File: config.mk
export PLATFORM = sky130hd
export DESIGN_NAME = debug_dump_unit
export DESIGN_NICKNAME = d
export VERILOG_FILES = /design/src/rtl/dump_pkg.sv /design/src/rtl/dump_edge_det.sv /design/src/rtl/debug_dump_unit.sv
export SDC_FILE = /design/constraint.sdc
export NUM_CORES = 1
export LEC_CHECK = 0
export ABC_AREA = 1
export CAP_MARGIN = 5
export CORE_UTILIZATION = 40
export DETAILED_ROUTE_END_ITERATION = 8
export PLACE_DENSITY = 0.77
export SLEW_MARGIN = 0
export SYNTH_ARGS = -nofsm -noshare
export SYNTH_HDL_FRONTEND = slang
export SYNTH_SLANG_ARGS = --single-unit
export TNS_END_PERCENT = 30
File: constraint.sdc
create_clock -name clk -period 1.8 [get_ports clk]
set_clock_uncertainty 0.2 [all_clocks]
set_input_delay 0.18 -clock clk [delete_from_list [all_inputs] [get_ports clk]]
set_output_delay 0.18 -clock clk [all_outputs]
set_load 0.02 [all_outputs]
File: src/rtl/dump_pkg.sv
// Shared constants for the debug dump unit: FSM encoding, word tags and the checksum index.
package dump_pkg;

  typedef enum logic [2:0] {
    ST_IDLE     = 3'd0,
    ST_RD_REG   = 3'd1,
    ST_RD_MEM   = 3'd2,
    ST_MEM_WAIT = 3'd3,
    ST_SEND     = 3'd4,
    ST_DONE     = 3'd5
  } dump_state_e;

  localparam logic        TAG_REG  = 1'b0;
  localparam logic        TAG_MEM  = 1'b1;
  localparam logic [15:0] CSUM_IDX = 16'hFFFF;

  // Byte address of memory word idx in a word-aligned window starting at base.
  function automatic logic [31:0] word_addr(input logic [31:0] base, input logic [15:0] idx);
    return base + {14'd0, idx, 2'b00};
  endfunction

endpackage

File: src/rtl/dump_edge_det.sv
// Registered rising-edge detector with synchronous reset; rise_o is high in the first cycle sig_i is seen high.
module dump_edge_det (
  input  logic clk_i,
  input  logic rst_i,
  input  logic sig_i,
  output logic rise_o
);

  logic sig_q;

  always_ff @(posedge clk_i) begin
    if (rst_i) sig_q <= 1'b0;
    else       sig_q <= sig_i;
  end

  assign rise_o = sig_i & ~sig_q;

endmodule

File: src/rtl/debug_dump_unit.sv
// Snapshot of all general registers followed by a data-memory window, streamed on a valid/ready port.
// Define DUMP_CSUM_EN to append a mod-2^32 checksum word (idx 16'hFFFF) after the last memory word.
module debug_dump_unit
  import dump_pkg::*;
#(
  parameter int          XLEN      = 32,
  parameter int          NUM_REGS  = 32,
  parameter logic [31:0] MEM_BASE  = 32'h0000_0000,
  parameter int          MEM_WORDS = 64
) (
  input  logic            clk,
  input  logic            rst,
  input  logic            debug,
  output logic [4:0]      rf_raddr,
  input  logic [XLEN-1:0] rf_rdata,
  output logic            dm_ren,
  output logic [31:0]     dm_raddr,
  input  logic [XLEN-1:0] dm_rdata,
  output logic            dump_valid,
  input  logic            dump_ready,
  output logic [XLEN-1:0] dump_data,
  output logic            dump_tag,
  output logic [15:0]     dump_idx,
  output logic            dump_last,
  output logic            busy
);

  // Stream handshake: a word transfers in a cycle where dump_valid & dump_ready; while
  // dump_valid is high and dump_ready is low, data/tag/idx/last are held unchanged.

  localparam logic [15:0] LAST_REG = 16'(NUM_REGS - 1);
  localparam logic [15:0] LAST_MEM = 16'(MEM_WORDS - 1);

  dump_state_e     state_q, state_d;
  logic [15:0]     idx_q, idx_d;
  logic [XLEN-1:0] data_q, data_d;
  logic            tag_q, tag_d;
  logic [15:0]     oidx_q, oidx_d;
  logic            last_q, last_d;
  logic            start;

`ifdef DUMP_CSUM_EN
  logic [XLEN-1:0] sum_q, sum_d;
  logic            csum_q, csum_d;
`endif

  dump_edge_det u_edge_det (
    .clk_i  (clk),
    .rst_i  (rst),
    .sig_i  (debug),
    .rise_o (start)
  );

  always_ff @(posedge clk) begin
    if (rst) begin
      state_q <= ST_IDLE;
      idx_q   <= '0;
      data_q  <= '0;
      tag_q   <= 1'b0;
      oidx_q  <= '0;
      last_q  <= 1'b0;
`ifdef DUMP_CSUM_EN
      sum_q   <= '0;
      csum_q  <= 1'b0;
`endif
    end else begin
      state_q <= state_d;
      idx_q   <= idx_d;
      data_q  <= data_d;
      tag_q   <= tag_d;
      oidx_q  <= oidx_d;
      last_q  <= last_d;
`ifdef DUMP_CSUM_EN
      sum_q   <= sum_d;
      csum_q  <= csum_d;
`endif
    end
  end

  always_comb begin
    state_d  = state_q;
    idx_d    = idx_q;
    data_d   = data_q;
    tag_d    = tag_q;
    oidx_d   = oidx_q;
    last_d   = last_q;
`ifdef DUMP_CSUM_EN
    sum_d    = sum_q;
    csum_d   = csum_q;
`endif
    rf_raddr = '0;
    dm_ren   = 1'b0;
    dm_raddr = '0;

    unique case (state_q)
      ST_IDLE: begin
        // Only IDLE looks at the trigger, so edges during a dump are dropped.
        if (start) begin
          state_d = ST_RD_REG;
          idx_d   = '0;
`ifdef DUMP_CSUM_EN
          sum_d   = '0;
          csum_d  = 1'b0;
`endif
        end
      end

      ST_RD_REG: begin
        rf_raddr = idx_q[4:0];
        data_d   = rf_rdata;
        tag_d    = TAG_REG;
        oidx_d   = idx_q;
        last_d   = 1'b0;
        state_d  = ST_SEND;
      end

      ST_RD_MEM: begin
        dm_ren   = 1'b1;
        dm_raddr = word_addr(MEM_BASE, idx_q);
        state_d  = ST_MEM_WAIT;
      end

      ST_MEM_WAIT: begin
        data_d  = dm_rdata;
        tag_d   = TAG_MEM;
        oidx_d  = idx_q;
`ifdef DUMP_CSUM_EN
        last_d  = 1'b0;
`else
        last_d  = (idx_q == LAST_MEM);
`endif
        state_d = ST_SEND;
      end

      ST_SEND: begin
        if (dump_ready) begin
`ifdef DUMP_CSUM_EN
          if (!csum_q) sum_d = sum_q + data_q;
`endif
          if (tag_q == TAG_REG) begin
            if (idx_q == LAST_REG) begin
              idx_d   = '0;
              state_d = ST_RD_MEM;
            end else begin
              idx_d   = idx_q + 16'd1;
              state_d = ST_RD_REG;
            end
          end
`ifdef DUMP_CSUM_EN
          else if (csum_q) begin
            state_d = ST_DONE;
          end else if (idx_q == LAST_MEM) begin
            // Checksum word is loaded directly; the sum includes the word just accepted.
            data_d  = sum_q + data_q;
            oidx_d  = CSUM_IDX;
            last_d  = 1'b1;
            csum_d  = 1'b1;
          end
`else
          else if (idx_q == LAST_MEM) begin
            state_d = ST_DONE;
          end
`endif
          else begin
            idx_d   = idx_q + 16'd1;
            state_d = ST_RD_MEM;
          end
        end
      end

      ST_DONE: state_d = ST_IDLE;

      default: state_d = ST_IDLE;
    endcase
  end

  assign dump_valid = (state_q == ST_SEND);
  assign busy       = (state_q != ST_IDLE) && (state_q != ST_DONE);
  assign dump_data  = data_q;
  assign dump_tag   = tag_q;
  assign dump_idx   = oidx_q;
  assign dump_last  = last_q;

endmodule

==> results of run 1 <==
what timing repair did:
action                                 CTS  global route
resized for setup                       90            24
endpoints found under the hold margin    0             0
setup endpoints to repair               24            65
pin swaps                                0             1
buffers inserted                         0             1
worst max-delay path, cell delays in order (launching register included):
cell     delay [ps]
dfxtp_2         340
inv_1            70
nor2_4          230
nand2_1         120
nor2_1           90
buf_2           170
metal layers:
metal,part of all wire,track usage
met2,0.50,0.4067
met1,0.41,0.2802
met4,0.018,0.07475
met3,0.068,0.04930
met5,0,0
synthesized netlist by cell type (all sizes together):
| cell | n |
|---|---|
| inv | 38 |
| nor3 | 3 |
| o21ai | 49 |
| ha | 1 |
| o21a | 1 |
| nand4 | 8 |
| dfxtp | 70 |
| a31oi | 14 |
| buf | 26 |
| clkinv | 1 |
| conb | 1 |
| nand2 | 126 |
| nor2 | 90 |
| nand3b | 1 |
| o211ai | 1 |
| a21oi | 55 |
| clkbuf | 19 |
| a211oi | 1 |
| xor2 | 1 |
| nand3 | 27 |
power by group:
| group | switching (uW) | internal, uW |
|---|---|---|
| Clock | 634 | 633 |
| Combinational | 1110 | 902 |
| Sequential | 140 | 1800 |
| Total | 1880 | 3330 |
flip-flops by register name, summed over array words and instances (netlist names):
signal,cells
dump_data,32
dump_tag,1
state_q,3
u_edge_det.sig_q,1
idx_q,16
dump_last,1
dump_idx,16
worst paths after layout:
kind | startpoint | endpoint | cells past startpoint
min reg2reg | dump_idx[2] | dump_idx[2] | 2
max | state_q[0] | rf_raddr[0] | 5
min | dm_rdata[7] | dump_data[7] | 3
max reg2reg | state_q[0] | state_q[2] | 9
cell type report:
class,count,share of cell area
sequential,70,0.2629
clock inverter,6,0.01171
tap,108,0.02529
clock buffer,9,0.02318
timing repair buffer,176,0.3053
multi-input combinational,394,0.3437
inverter,39,0.02786
through the flow:
stage	power, uW	TNS (ps)
6_report	5212	0
4_1_cts	5204	-121.6
5_1_grt	5506	-155.5
3_3_place_gp	3899	-17.69
3_5_place_dp	3946	-537.7
2_1_floorplan	3061	0
kinds of logic after synthesis:
logic type,share of synthesized area
fa+ha+maj,0.003505
simple gates,0.3067
flops,0.3926
xor+xnor,0.002454
compound gates,0.1777
buf+inv,0.1160
other cells,0.001051
==> summary.md, run 1 <==
| Metric | Value |
|---|---|
| Status | `complete, no violations` |
| Setup WS post-layout | `63.58 ps` |
| Vias in the first global route | `3511` |
| Initial antenna violation count | `0` |
| Die height | `96.47 um` |
| CTS Root Cell | `clkbuf_8` |
| Synthesized cell area | `0.003570 mm^2` |
| Final WL | `11290 um` |
| Commonest cells after routing, fill and taps aside | `nand2_1, clkdlybuf4s50_1, nor2_1` |
| Initial DRT Pass Iterations | `5` |
| Most common cell after layout, fill and taps aside | `nand2_1` |
| Final Hold Viols | `0` |
| CTS Buf Count | `9` |
| Hold Buf Count CTS | `0` |
| Synth top area cells | `dfxtp_1, nand2_1, nor2_1, a21oi_1, o21ai_0` |
| Req. time, crit path | `1420 ps` |
| Core Util, Final | `0.6158` |
| TritonCTS clock tree | `yes` |
| Peak supply drop | `0.6943 mV` |
| Hold Crit Class | `in2reg` |
| Fin nets | `759` |
| Seq cells post-synth | `70` |
| Critical path peak fanout | `8` |
| R2r setup slk | `110 ps` |
| Cells after synthesis | `533` |
| Largest net degree at the start of global routing | `62` |
| RSZ-0062 raised after global routing | `true` |
| Crit Path Category | `reg2out` |
| Synthesis Warnings | `0` |
| Via-to-Cell Ratio | `5.059` |
| Fmax | `575.9 MHz` |
| Pre-CTS setup slack | `-79.69 ps` |
| H-tree levels | `3` |
| Total clock sinks | `70` |
| GRT Total Usage | `0.2316` |
| Pleak | `0.002227 uW` |
| Core ar. | `0.008678 mm^2` |
| WL per Instance | `14.07 um` |
| FILL cells | `789` |
| Total grt overflow | `0` |
| Critical Path AT | `1360 ps` |
| Worst hold slack | `184.6 ps` |
| Hpwl dp | `8158 um` |
| CP endpoint kind | `output port` |
| Multi-input gate area in the final layout | `0.001837 mm^2` |
| Yosys top cell area share | `0.3926` |
| Placed cells | `786` |
| Tmin final | `1736 ps` |
| Pins Over Slew Limit | `0` |
| Ant diodes | `0` |
| Post-synthesis sequential area ratio | `0.3926` |
| Netlist cell types | `32` |
| Row count | `34` |
| First-pass GRT wire length | `16640 um` |
| Fin crit share | `0.9647` |
| Max Cap Viol | `0` |
| Register cell area after layout | `0.001405 mm^2` |
| Die width | `96.47 um` |
| Avg Inst Size Synth | `6.697 um^2` |
| Initial Util | `0.4113` |
| Clock transition at path regs | `90 ps` |
| Synthesis-to-finish area growth | `49.70%` |
| Non-Filler Instances | `802` |
| Clock Tree Buf Depth | `2` |
| DRC errors left | `0` |
| Die Area | `0.009306 mm^2` |
| CP Launch Type | `register` |
| PortBufs | `141` |
| Clock Latency Late Sink | `340 ps` |
| Routability Congestion | `0.9072` |
| Pwr dens | `975.3 mW/mm^2` |
| IO Pins | `158` |
| DRT antenna net count | `0` |
| Placed cell area | `0.005220 mm^2` |
| Final setup vio count | `0` |
| Yosys top cell by area | `dfxtp_1` |
| Share of post-route cells with drive strength above 1 | `0.1427` |
| Via count | `4057` |
| Design Area, Final | `0.005344 mm^2` |
| DR iter-0 viols | `203` |
(Power assumes the default switching activity.)
==> inputs of run 2 (changes only) <==
CTS_CLUSTER_DIAMETER = 40   (was unset)
GPL_ROUTABILITY_DRIVEN = 0   (was unset)
==> run 2 against run 1 <==
Against the previous run:
- core utilization shrank 0.087 points
- critical path type unchanged
- sequential share of layout area is essentially flat
- combinational power shrank 3%
- highest routed layer unchanged
==> summary.md, run 2 (synthesis results as in run 1) <==
| Metric | Value |
|---|---|
| Critical Path AT | `1360 ps (about the same)` |
| Commonest cells after routing, fill and taps aside | `nand2_1, clkdlybuf4s50_1, nor2_1` |
| Fin Setup TNS | `0 ps (unchanged)` |
| Final Hold Viols | `0 (unchanged)` |
| Critical path peak fanout | `8 (unchanged)` |
| Non-Filler Instances | `801 (-0.12%)` |
| Pins Over Slew Limit | `0 (unchanged)` |
| Row count | `34 (unchanged)` |
| Setup WS post-layout | `59.76 ps (-3.815 ps)` |
| Largest net degree at the start of global routing | `62 (unchanged)` |
| DRT antenna net count | `0 (unchanged)` |
| Die width | `96.47 um (unchanged)` |
| Final WL | `11190 um (-0.83%)` |
| R2r setup slk | `90 ps (-20 ps)` |
| Initial DRT Pass Iterations | `5 (unchanged)` |
| DR iter-0 viols | `162 (-20%)` |
| Crit Path Category | `reg2out` |
| Die height | `96.47 um (unchanged)` |
| Overall power | `5339 uW (+2.4%)` |
| Ant diodes | `0 (unchanged)` |
| CTS Root Cell | `clkbuf_8` |
| Clock transition at path regs | `80 ps (about the same)` |
| Via-to-Cell Ratio | `5.031 (-0.54%)` |
| Hpwl dp | `7914 um (-3.0%)` |
| RSZ-0062 raised after global routing | `true` |
| Total clock sinks | `70 (unchanged)` |
| Final setup vio count | `0 (unchanged)` |
| Share of post-route cells with drive strength above 1 | `0.1443 (+0.001649)` |
| Hold Crit Class | `in2reg` |
| Multi-input gate area in the final layout | `0.001846 mm^2 (+0.48%)` |
| Status | `complete, no violations` |
| Peak supply drop | `0.6920 mV (-0.33%)` |
| Vias in the first global route | `3485 (-0.74%)` |
| Max reg flops | `32 (unchanged)` |
| Initial Util | `0.4113 (unchanged)` |
| Pleak | `0.002199 uW (-1.3%)` |
| TritonCTS clock tree | `yes` |
| Core ar. | `0.008678 mm^2 (unchanged)` |
| Hold Buf Count CTS | `0 (unchanged)` |
| CP max-delay cell | `dfxtp_2` |
| Total grt overflow | `0 (unchanged)` |
| IO Pins | `158 (unchanged)` |
| CP Buf/Inv Count | `2 (unchanged)` |
| Fmax | `574.6 MHz (-0.22%)` |
| Placed cells | `783 (-0.38%)` |
| Pre-CTS setup slack | `-65.57 ps (+14.12 ps)` |
| Req. time, crit path | `1420 ps (about the same)` |
| CP endpoint kind | `output port` |
| Placed cell area | `0.005172 mm^2 (-0.91%)` |
| Tmin final | `1740 ps (+3.815 ps)` |
| CP max stage delay | `360 ps (+20 ps)` |
| CP Launch Type | `register` |
| GRT Total Usage | `0.2298 (-0.001754)` |
| Most common cell after layout, fill and taps aside | `nand2_1` |
| FILL cells | `811 (+2.8%)` |
| Pwr dens | `1001 mW/mm^2 (+2.6%)` |
| Die Area | `0.009306 mm^2 (unchanged)` |
| Fin nets | `757 (-0.26%)` |
| Clock Latency Late Sink | `350 ps (about the same)` |
| First-pass GRT wire length | `16530 um (-0.70%)` |
| Via count | `4030 (-0.67%)` |
| H-tree levels | `3 (unchanged)` |
| Initial antenna violation count | `0 (unchanged)` |
| DRC errors left | `0 (unchanged)` |
| Design Area, Final | `0.005336 mm^2 (-0.14%)` |
| PortBufs | `141 (unchanged)` |
| Register cell area after layout | `0.001405 mm^2 (unchanged)` |
| Clock Tree Buf Depth | `2 (unchanged)` |
| Max Cap Viol | `0 (unchanged)` |
| Synthesis-to-finish area growth | `49.49%` |
| WL per Instance | `13.98 um (-0.71%)` |
| CTS Buf Count | `9 (unchanged)` |
| Critical path's top delay family | `simple AND/OR/NAND/NOR gates` |
| Fin crit share | `0.9668 (+0.002119)` |
| CP cell instances | `inv_1 > nor2_4 > nand2_1 > nor2_1 > buf_2` |
run 2: cell types whose count changed in the layout (fill, tap and decap cells not counted), sizes merged:
cell          change
clkinvlp          +2
inv               +1
clkbuf            +2
clkinv            -4
buf               -3
dlygate4sd2       +1
dlymetal6s2s      -1
bufinv            +1
run 2: area by class of cell:
class                   count  area share
multi-input cells         394      0.3458
clock inverters             6     0.01735
well taps                 108     0.02532
repair buffers            174      0.2964
inverters                  39     0.02790
flip-flops and latches     70      0.2633
clock buffers              10     0.02392
run 2: timing repair:
item                       4_1_cts  5_1_grt
gates cloned                     0        0
gates resized for setup         96       18
setup endpoints to repair       25       57
pin swaps                        1        5
setup buffers                    0        2
run 2: final timing paths:
check / from / cells after the start / end
max: state_q[0] / 5 / rf_raddr[2]
min: debug / 3 / u_edge_det.sig_q
min reg2reg: dump_idx[1] / 2 / dump_idx[1]
max reg2reg: state_q[0] / 9 / idx_q[8]
run 2: worst reg2reg max path, delay by kind of cell, from the launching register on:
family                 cells  cell delay (ps)
and+or+nand+nor            6              690
DFF                        1              340
AOI/OAI and AO/OA          1              140
buffers and inverters      2              290
run 2: stage by stage:
step	util	hold WS (ps)
2_1_floorplan	-	49.07
3_3_place_gp	0.5960	251.0
3_5_place_dp	0.5960	254.5
4_1_cts	0.6100	179.3
5_1_grt	0.6149	196.4
6_report	0.6149	187.7
run 2: per-layer routing:
metal,part of all wire,track usage,vias to the layer above
li1,-,-,2009
met1,0.40,0.2791,1848
met2,0.50,0.4008,155
met3,0.070,0.03991,18
met4,0.021,0.09191,0
met5,0,0,-
run 2: where the power goes:
group / total (uW) / leakage (uW) / internal [uW] / switching (uW)
registers: 1940 / 0.000575 / 1800 / 142
clock network: 1450 / 0.000104 / 791 / 659
logic: 1950 / 0.00152 / 858 / 1090
